## config.mk

```make
export PLATFORM = sky130hd
export DESIGN_NAME = cmd_frame_decoder
export DESIGN_NICKNAME = d
export VERILOG_FILES = /design/src/rtl/cmd_frame_decoder.sv
export SDC_FILE = /design/constraint.sdc
export NUM_CORES = 1
export LEC_CHECK = 0
export ABC_AREA = 1
export CORE_AREA = 10 10 88 90
export CTS_CLUSTER_DIAMETER = 120
export DETAILED_ROUTE_END_ITERATION = 7
export DIE_AREA = 0 0 98 100
export GPL_TIMING_DRIVEN = 0
export HOLD_SLACK_MARGIN = 0.05
export PLACE_DENSITY = 0.84
export SYNTH_ARGS = -nofsm -noshare
export SYNTH_HDL_FRONTEND = slang
export SYNTH_SLANG_ARGS = --single-unit
```

## constraint.sdc

```tcl
create_clock -name CLK -period 1.4 [get_ports CLK]
set_clock_uncertainty 0.1 [all_clocks]
set_input_delay 0.14 -clock CLK [delete_from_list [all_inputs] [get_ports CLK]]
set_output_delay 0.14 -clock CLK [all_outputs]
set_load 0.01 [all_outputs]
```

## src/rtl/cmd_frame_decoder.sv

```systemverilog
// Command frame decoder: parses 0xAA/0xBB/0xCC/0xDD frames into RegFile/ALU strobes and TX FIFO pushes; optional CMD_TIMEOUT_EN.
// Latency: byte -> strobe 1 cycle; RdData_Valid -> push 2 cycles; OUT_Valid -> LSB/MSB push 2/3 cycles.
// Backpressure: pushes stall while FIFO_FULL is high; RX bytes arriving mid-wait or mid-push are dropped.
module cmd_frame_decoder #(
  parameter int DATA_WIDTH = 8,
  parameter int ADDR_WIDTH = 4,
  parameter int FUN_WIDTH  = 4
`ifdef CMD_TIMEOUT_EN
  ,
  parameter int TIMEOUT_CYCLES = 4096
`endif
) (
  input  logic                    CLK,
  input  logic                    RST_N,
  input  logic [DATA_WIDTH-1:0]   RX_P_DATA,
  input  logic                    RX_D_VLD,
  input  logic [DATA_WIDTH-1:0]   RdData,
  input  logic                    RdData_Valid,
  input  logic [2*DATA_WIDTH-1:0] ALU_OUT,
  input  logic                    OUT_Valid,
  input  logic                    FIFO_FULL,
  output logic                    WrEn,
  output logic                    RdEn,
  output logic [ADDR_WIDTH-1:0]   Address,
  output logic [DATA_WIDTH-1:0]   WrData,
  output logic                    ALU_EN,
  output logic [FUN_WIDTH-1:0]    ALU_FUN,
  output logic                    CLK_GATE_EN,
  output logic                    WR_INC,
  output logic [DATA_WIDTH-1:0]   WR_DATA
);

  typedef enum logic [3:0] {
    S_IDLE, S_WR_ADDR, S_WR_DATA, S_RD_ADDR, S_RD_WAIT, S_RD_TX,
    S_ALU_A, S_ALU_B, S_ALU_FUN, S_ALU_WAIT, S_TX_LSB, S_TX_MSB
  } state_t;

  localparam logic [DATA_WIDTH-1:0] CMD_WR     = DATA_WIDTH'(8'hAA);
  localparam logic [DATA_WIDTH-1:0] CMD_RD     = DATA_WIDTH'(8'hBB);
  localparam logic [DATA_WIDTH-1:0] CMD_ALU_OP = DATA_WIDTH'(8'hCC);
  localparam logic [DATA_WIDTH-1:0] CMD_ALU_NO = DATA_WIDTH'(8'hDD);

  state_t                  state_q, state_d;
  logic                    wr_en_q, wr_en_d;
  logic                    rd_en_q, rd_en_d;
  logic                    alu_en_q, alu_en_d;
  logic                    clk_gate_en_q, clk_gate_en_d;
  logic                    wr_inc_q, wr_inc_d;
  logic [ADDR_WIDTH-1:0]   address_q, address_d;
  logic [DATA_WIDTH-1:0]   wr_data_q, wr_data_d;
  logic [FUN_WIDTH-1:0]    alu_fun_q, alu_fun_d;
  logic [DATA_WIDTH-1:0]   tx_data_q, tx_data_d;
  logic [DATA_WIDTH-1:0]   rd_byte_q, rd_byte_d;
  logic [2*DATA_WIDTH-1:0] alu_res_q, alu_res_d;
  logic                    tmo_hit;

`ifdef CMD_TIMEOUT_EN
  localparam int TW = $clog2(TIMEOUT_CYCLES + 1);
  logic [TW-1:0] tmo_cnt_q, tmo_cnt_d;
  logic          in_frame;

  // Only the byte-collecting states time out; wait/push states depend on RegFile/ALU/FIFO.
  always_comb begin
    in_frame  = (state_q == S_WR_ADDR) || (state_q == S_WR_DATA) || (state_q == S_RD_ADDR) ||
                (state_q == S_ALU_A)   || (state_q == S_ALU_B)   || (state_q == S_ALU_FUN);
    tmo_hit   = in_frame && !RX_D_VLD && (tmo_cnt_q == TW'(TIMEOUT_CYCLES - 1));
    tmo_cnt_d = (in_frame && !RX_D_VLD) ? tmo_cnt_q + 1'b1 : '0;
  end

  always_ff @(posedge CLK or negedge RST_N) begin
    if (!RST_N) tmo_cnt_q <= '0;
    else        tmo_cnt_q <= tmo_cnt_d;
  end
`else
  assign tmo_hit = 1'b0;
`endif

  always_comb begin
    state_d   = state_q;
    wr_en_d   = 1'b0;
    rd_en_d   = 1'b0;
    alu_en_d  = 1'b0;
    wr_inc_d  = 1'b0;
    address_d = address_q;
    wr_data_d = wr_data_q;
    alu_fun_d = alu_fun_q;
    tx_data_d = tx_data_q;
    rd_byte_d = rd_byte_q;
    alu_res_d = alu_res_q;
    case (state_q)
      S_IDLE: if (RX_D_VLD) begin
        case (RX_P_DATA)
          CMD_WR:     state_d = S_WR_ADDR;
          CMD_RD:     state_d = S_RD_ADDR;
          CMD_ALU_OP: state_d = S_ALU_A;
          CMD_ALU_NO: state_d = S_ALU_FUN;
          default:    state_d = S_IDLE;
        endcase
      end
      S_WR_ADDR: if (RX_D_VLD) begin
        address_d = RX_P_DATA[ADDR_WIDTH-1:0];
        state_d   = S_WR_DATA;
      end
      S_WR_DATA: if (RX_D_VLD) begin
        wr_en_d   = 1'b1;
        wr_data_d = RX_P_DATA;
        state_d   = S_IDLE;
      end
      S_RD_ADDR: if (RX_D_VLD) begin
        rd_en_d   = 1'b1;
        address_d = RX_P_DATA[ADDR_WIDTH-1:0];
        state_d   = S_RD_WAIT;
      end
      S_RD_WAIT: if (RdData_Valid) begin
        rd_byte_d = RdData;
        state_d   = S_RD_TX;
      end
      S_RD_TX: if (!FIFO_FULL) begin
        wr_inc_d  = 1'b1;
        tx_data_d = rd_byte_q;
        state_d   = S_IDLE;
      end
      S_ALU_A: if (RX_D_VLD) begin
        wr_en_d   = 1'b1;
        address_d = '0;
        wr_data_d = RX_P_DATA;
        state_d   = S_ALU_B;
      end
      S_ALU_B: if (RX_D_VLD) begin
        wr_en_d   = 1'b1;
        address_d = ADDR_WIDTH'(1);
        wr_data_d = RX_P_DATA;
        state_d   = S_ALU_FUN;
      end
      S_ALU_FUN: if (RX_D_VLD) begin
        alu_en_d  = 1'b1;
        alu_fun_d = RX_P_DATA[FUN_WIDTH-1:0];
        state_d   = S_ALU_WAIT;
      end
      S_ALU_WAIT: if (OUT_Valid) begin
        alu_res_d = ALU_OUT;
        state_d   = S_TX_LSB;
      end
      S_TX_LSB: if (!FIFO_FULL) begin
        wr_inc_d  = 1'b1;
        tx_data_d = alu_res_q[DATA_WIDTH-1:0];
        state_d   = S_TX_MSB;
      end
      S_TX_MSB: if (!FIFO_FULL) begin
        wr_inc_d  = 1'b1;
        tx_data_d = alu_res_q[2*DATA_WIDTH-1:DATA_WIDTH];
        state_d   = S_IDLE;
      end
      default: state_d = S_IDLE;
    endcase
    if (tmo_hit) state_d = S_IDLE;
    // Registered from next state so the gate tracks ALU_FUN/ALU_WAIT exactly.
    clk_gate_en_d = (state_d == S_ALU_FUN) || (state_d == S_ALU_WAIT);
  end

  always_ff @(posedge CLK or negedge RST_N) begin
    if (!RST_N) begin
      state_q       <= S_IDLE;
      wr_en_q       <= 1'b0;
      rd_en_q       <= 1'b0;
      alu_en_q      <= 1'b0;
      clk_gate_en_q <= 1'b0;
      wr_inc_q      <= 1'b0;
      address_q     <= '0;
      wr_data_q     <= '0;
      alu_fun_q     <= '0;
      tx_data_q     <= '0;
      rd_byte_q     <= '0;
      alu_res_q     <= '0;
    end else begin
      state_q       <= state_d;
      wr_en_q       <= wr_en_d;
      rd_en_q       <= rd_en_d;
      alu_en_q      <= alu_en_d;
      clk_gate_en_q <= clk_gate_en_d;
      wr_inc_q      <= wr_inc_d;
      address_q     <= address_d;
      wr_data_q     <= wr_data_d;
      alu_fun_q     <= alu_fun_d;
      tx_data_q     <= tx_data_d;
      rd_byte_q     <= rd_byte_d;
      alu_res_q     <= alu_res_d;
    end
  end

  assign WrEn        = wr_en_q;
  assign RdEn        = rd_en_q;
  assign ALU_EN      = alu_en_q;
  assign CLK_GATE_EN = clk_gate_en_q;
  assign WR_INC      = wr_inc_q;
  assign Address     = address_q;
  assign WrData      = wr_data_q;
  assign ALU_FUN     = alu_fun_q;
  assign WR_DATA     = tx_data_q;

endmodule
```

---- Word-level counts from Yosys, hierarchy flattened ----
Cells that the tools add are included.
Widths: inputs -> output; s select.
cells by class
  $mul .................................... 0
  add/sub/neg operators ................... 0
  reduce and logical (&&, ||, !) cells .... 14
  $lt $le $gt $ge ......................... 0
  equality and inequality tests ........... 23
  bitwise gates (word level) .............. 0
  div/mod/pow operators ................... 0
  muxes and demuxes ....................... 27
  shift operators ......................... 0
operator list
  kind                count
  $mux 4              14
  $pmux 4 s11         1
  $eq 8x8->1 const B  4
  $eq 4x4->1 const B  6
  $mux 8              3
  $pmux 8 s3          1
  $eq 4x3->1 const B  4
  $pmux 4 s4          1
  $pmux 4 s3          1
  $ne 2x2->1 const B  5
  $eq 4x2->1 const B  2
  $reduce_and 2->1    4
  $reduce_and 4->1    2
  $mux 1              6
  $reduce_bool 3->1   2
  $reduce_or 3->1     2
  $eq 4x1->1 const B  1
  $logic_not 4->1     1
  $reduce_or 2->1     2
  $ne 2x1->1 const B  1
  $logic_or 1x1->1    1
storage, ports and cells
  bits in read-only memories .............. 0
  output and inout port bits .............. 29
  word-level logic and storage cells ...... 76
  flip-flop bits (word level) ............. 57
  bits in writable memories ............... 0
  latch bits .............................. 0
  memories kept ........................... 0

---- Depth between registers and ports, before layout ----
  depth after elaboration ................. 6
  gate-level depth with buffers ........... 9
  depth with buffers taken out ............ 8

---- Worst setup path before layout ----
Ideal clock, no wire load.
  path type ............................... reg-to-reg
  start point ............................. register state_q[1]
  end point ............................... register rd_byte_q[0]
  library setup time ...................... 0.125 ns
  data required time ...................... 1.175 ns
  data arrival time ....................... 1.290 ns
  setup slack ............................. -0.115 ns
  stages on the path, launching flop included .. 7
  cells stage by stage .................... dfrtp_1 -> buf_2 -> nor2_1 -> inv_1 -> nor2_1 -> nand2_1 -> mux2_2
between the ends
  longest elaborated chain between the ends .. 2
RTL lines
  what                               RTL line  text
  start: declaration                 43        state_t state_q, state_d;
  start signal: assignment           176       state_q <= state_d;
  $eq 4x3->1                         90        case (state_q)
  $reduce_and 2->1 (no source line)  n/a
  end signal: assignment             186       rd_byte_q <= rd_byte_d;
  end: declaration                   53        logic [DATA_WIDTH-1:0] rd_byte_q, rd_byte_d;
Every way passes these cells.
A chain may end at the register's enable or synchronous reset.

---- Worst setup path after layout ----
  start point ............................. register state_q[1]
  end point ............................... register alu_res_q[14]
between the ends
  longest elaborated chain between the ends .. 2
RTL lines
  what                               RTL line  text
  $eq 4x4->1                         90
  $reduce_and 2->1 (no source line)  n/a
  end signal: assignment             187       alu_res_q <= alu_res_d;
  end: declaration                   54        logic [2*DATA_WIDTH-1:0] alu_res_q, alu_res_d;
Every way passes these cells.

==> impl_metrics.toml <==
[synthesis]
postSynth.asyncResetShare_pct = 100
synth_mux_area_share_pct = 10.4
ys_top_cells_by_count = "85 x nand2_1, 57 x dfrtp_1, 28 x inv_1"
yosys.area.top_type = "dfrtp_1"
synth-xor-area-share_pct = 0
synth_seq_cells = 57
synth.top_cells.by_area = "dfrtp_1 55%, nand2_1 12%, mux2_2 10%"
yosys.area_share.simple_pct = 23.1
synth_top_family_by_area = "simple AND/OR/NAND/NOR gates"
mappedNetlistArea_um2 = 2600
synth.most_common_cell = "nand2_1"
synth_cells = 284
synth_top_area_share_pct = 54.9
synth_compound_area_share_pct = 5.88
synth_edf_count = 0
yosys_warnings = 0
seq_area_frac_synth_pct = 54.9
synthAdderAreaFrac_pct = 0
avgSynthCellArea_um2 = 9.15
syn_nets = 322
synth_cell_types = 21
synth-main-ff-cell = "dfrtp_1"

[placed_design]
place.gp.congestion = 0.903
port_buffers = 66
dp_slack_ps = -277
place_area_um2 = 3400
hpwl_um = 5180

[detailed_routing]
num_vias = 2520
wl_um = 8810
viasPerCell = 5.35
drt-pass1-iter-count = 5
avgRoutedWirePerCell_um = 18.7
drt_iter0_markers = 304
ant_nets = 0
drcViolationCount = 0

[pwr]
p_per_area_nw_per_um2 = 1760
switching_power_w = 0.00260
total_power_w = 0.00711
seq_power_share_pct = 37.1
clkPwrFrac_pct = 21.7
ir_drop_v = 0.000793
swShare_pct = 36.7
comb_power_share_pct = 41.1
power.static_leakage_nw = 2.07
internal_power_w = 0.00450

[clocking]
clockBufferDepth = 2
htreeDepth = 3
cts_buffers = 9
clkSinkCount = 57
cts_tree = "yes"
clk_pin_slew_ps = 60
cts-root-buf = "clkbuf_8"
clk_latency_ps = 340

[sta]
clock.fmax_mhz = 625
timing.final.crit_period_ps = 1600
rsz0062_at_grt = "yes"
hold_slack_ps = 233
tightest_slew_ps = 613
period_share_pct = 114
setup_viol = 50
fin_tns_setup_ps = -6610
slew_headroom_pct = 59.2
fin_ws_ps = -201
finalMaxSlewViolations = 0
hold_violations = 0

[final_layout]
regArea_um2 = 1430
synthToLayoutAreaGrowth_pct = 55.3
fin_nets = 428
multi_input_area_um2 = 1280
final_area_um2 = 4040
nFillCells = 443
drive_gt1_share_pct = 34.0
diodes = 0

[global_routing]
track_usage_pct = 16.0
grt_overflow_total = 0
antenna_found_initial = 0
grt_pass1_wl_um = 12600
first_global_vias = 2515
grt_max_degree = 32

[die]
row_count = 29
coreArea_um2 = 6130
io_pins = 67
start_util_pct = 42.4
die_y_um = 100
die_w_um = 98
dieArea_um2 = 9800

[setup_path]
reg2reg_slack_ps = -200
r2r_end = "alu_res_q[14]"
cp.required_ps = 1530
endpoint = "alu_res_q[14]"
endpoint_kind = "flip-flop"
path_class = "reg -> reg"
r2r_cells = 7
start_kind = "flip-flop"
cp_max_fo = 10
r2r_start = "state_q[1]"
crit_start = "state_q[1]"
critPathArrivalTime_ps = 1730

[hold_path]
hold_start = "RX_D_VLD"
hp-class = "in -> reg"

[status]
status = "finished with violations"
violations = "setup timing"

[job]
maxCapViolations = 0
## worst max-delay path, stage by stage, from the launching register on
cell and delay, ps:
dfrtp_1 380, buf_6 150, inv_4 70, nand2_4 70, nor2_4 160, nand2_4 100
buf_8 160, mux2_2 280
## layer usage
layer	vias up	track usage (%)	wire (µm)
li1	1120	-	-
met1	1231	17.1	3180
met2	122	28.1	4730
met3	47	3.50	475
met4	0	9.84	426
met5	-	0	0
## cells by family after synthesis
| kind of cell | Yosys count |
|---|---|
| AOI/OAI and AO/OA | 27 |
| buffers and inverters | 35 |
| DFF | 57 |
| muxes | 24 |
| and+or+nand+nor | 141 |
## flip-flops by register name, summed over array words and instances, names as in the netlist, 4 cells and up
name       count
ALU_FUN        4
Address        4
WR_DATA        8
WrData         8
alu_res_q     16
rd_byte_q      8
state_q        4
## power by group through the flow
stage | clock network (W) | logic (W) | registers [W]
after CTS | 0.00154 | 0.00259 | 0.00261
after floorplan | 0 | 0.00108 | 0.00274
after detailed placement | 0 | 0.00236 | 0.00264
after global routing | 0.00164 | 0.00312 | 0.00269
after global placement | 0 | 0.00230 | 0.00260
final | 0.00154 | 0.00292 | 0.00264
## per-stage QoR
| step | utilization [%] | instances |
|---|---|---|
| 2_1_floorplan | - | 284 |
| 3_3_place_gp | 55.1 | 427 |
| 5_1_grt | 65.8 | 471 |
| 4_1_cts | 63.5 | 466 |
| 3_5_place_dp | 55.4 | 428 |
| 6_report | 65.8 | 471 |
## area by class of cell
| cell class | instances | share of cell area (%) |
|---|---|---|
| Sequential cell | 57 | 35.4 |
| Clock inverter | 3 | 0.992 |
| Inverter | 31 | 2.95 |
| Clock buffer | 12 | 3.84 |
| Timing Repair Buffer | 93 | 21.5 |
| Multi-Input combinational cell | 194 | 31.7 |
| Tap cell | 77 | 2.39 |
| Buffer | 4 | 1.21 |
## layout by cell type, fill, tap and decap left out, types with 2 or more instances in the layout
cell / n
dfrtp_2: 2
nand3_1: 13
nor2_1: 11
o21ai_2: 5
nand3_2: 6
clkinv_2: 2
mux2_2: 23
inv_2: 8
inv_1: 22
nand4_1: 3
o21ai_1: 9
nand2_1: 69
o21ai_0: 7
nand2_2: 10
buf_6: 4
nand2_4: 10
nor2_4: 9
nor2_2: 6
dfrtp_1: 55
buf_12: 3
a21oi_2: 4
nor3_1: 2
clkdlybuf4s50_1: 35
clkbuf_8: 11
dlygate4sd2_1: 29
buf_4: 22
## how the worst min path moves through the flow
stage	to	slack, ps	cells after the start
CTS	WrEn	260	2
finish	ALU_EN	230	3
floorplan	ALU_EN	-260	0
global placement	WrData[4]	360	2
detailed placement	WrData[0]	80	1
global route	ALU_EN	230	3
## timing repair
action                                  CTS  global route
endpoints found under the setup margin   81            52
pin swaps                                12            11
hold buffers                              1             0
hold endpoints to repair                 26             0
buffers inserted                         20             5
resized for setup                        80            30
cloned                                    2             1
(Power assumes the default switching activity.)
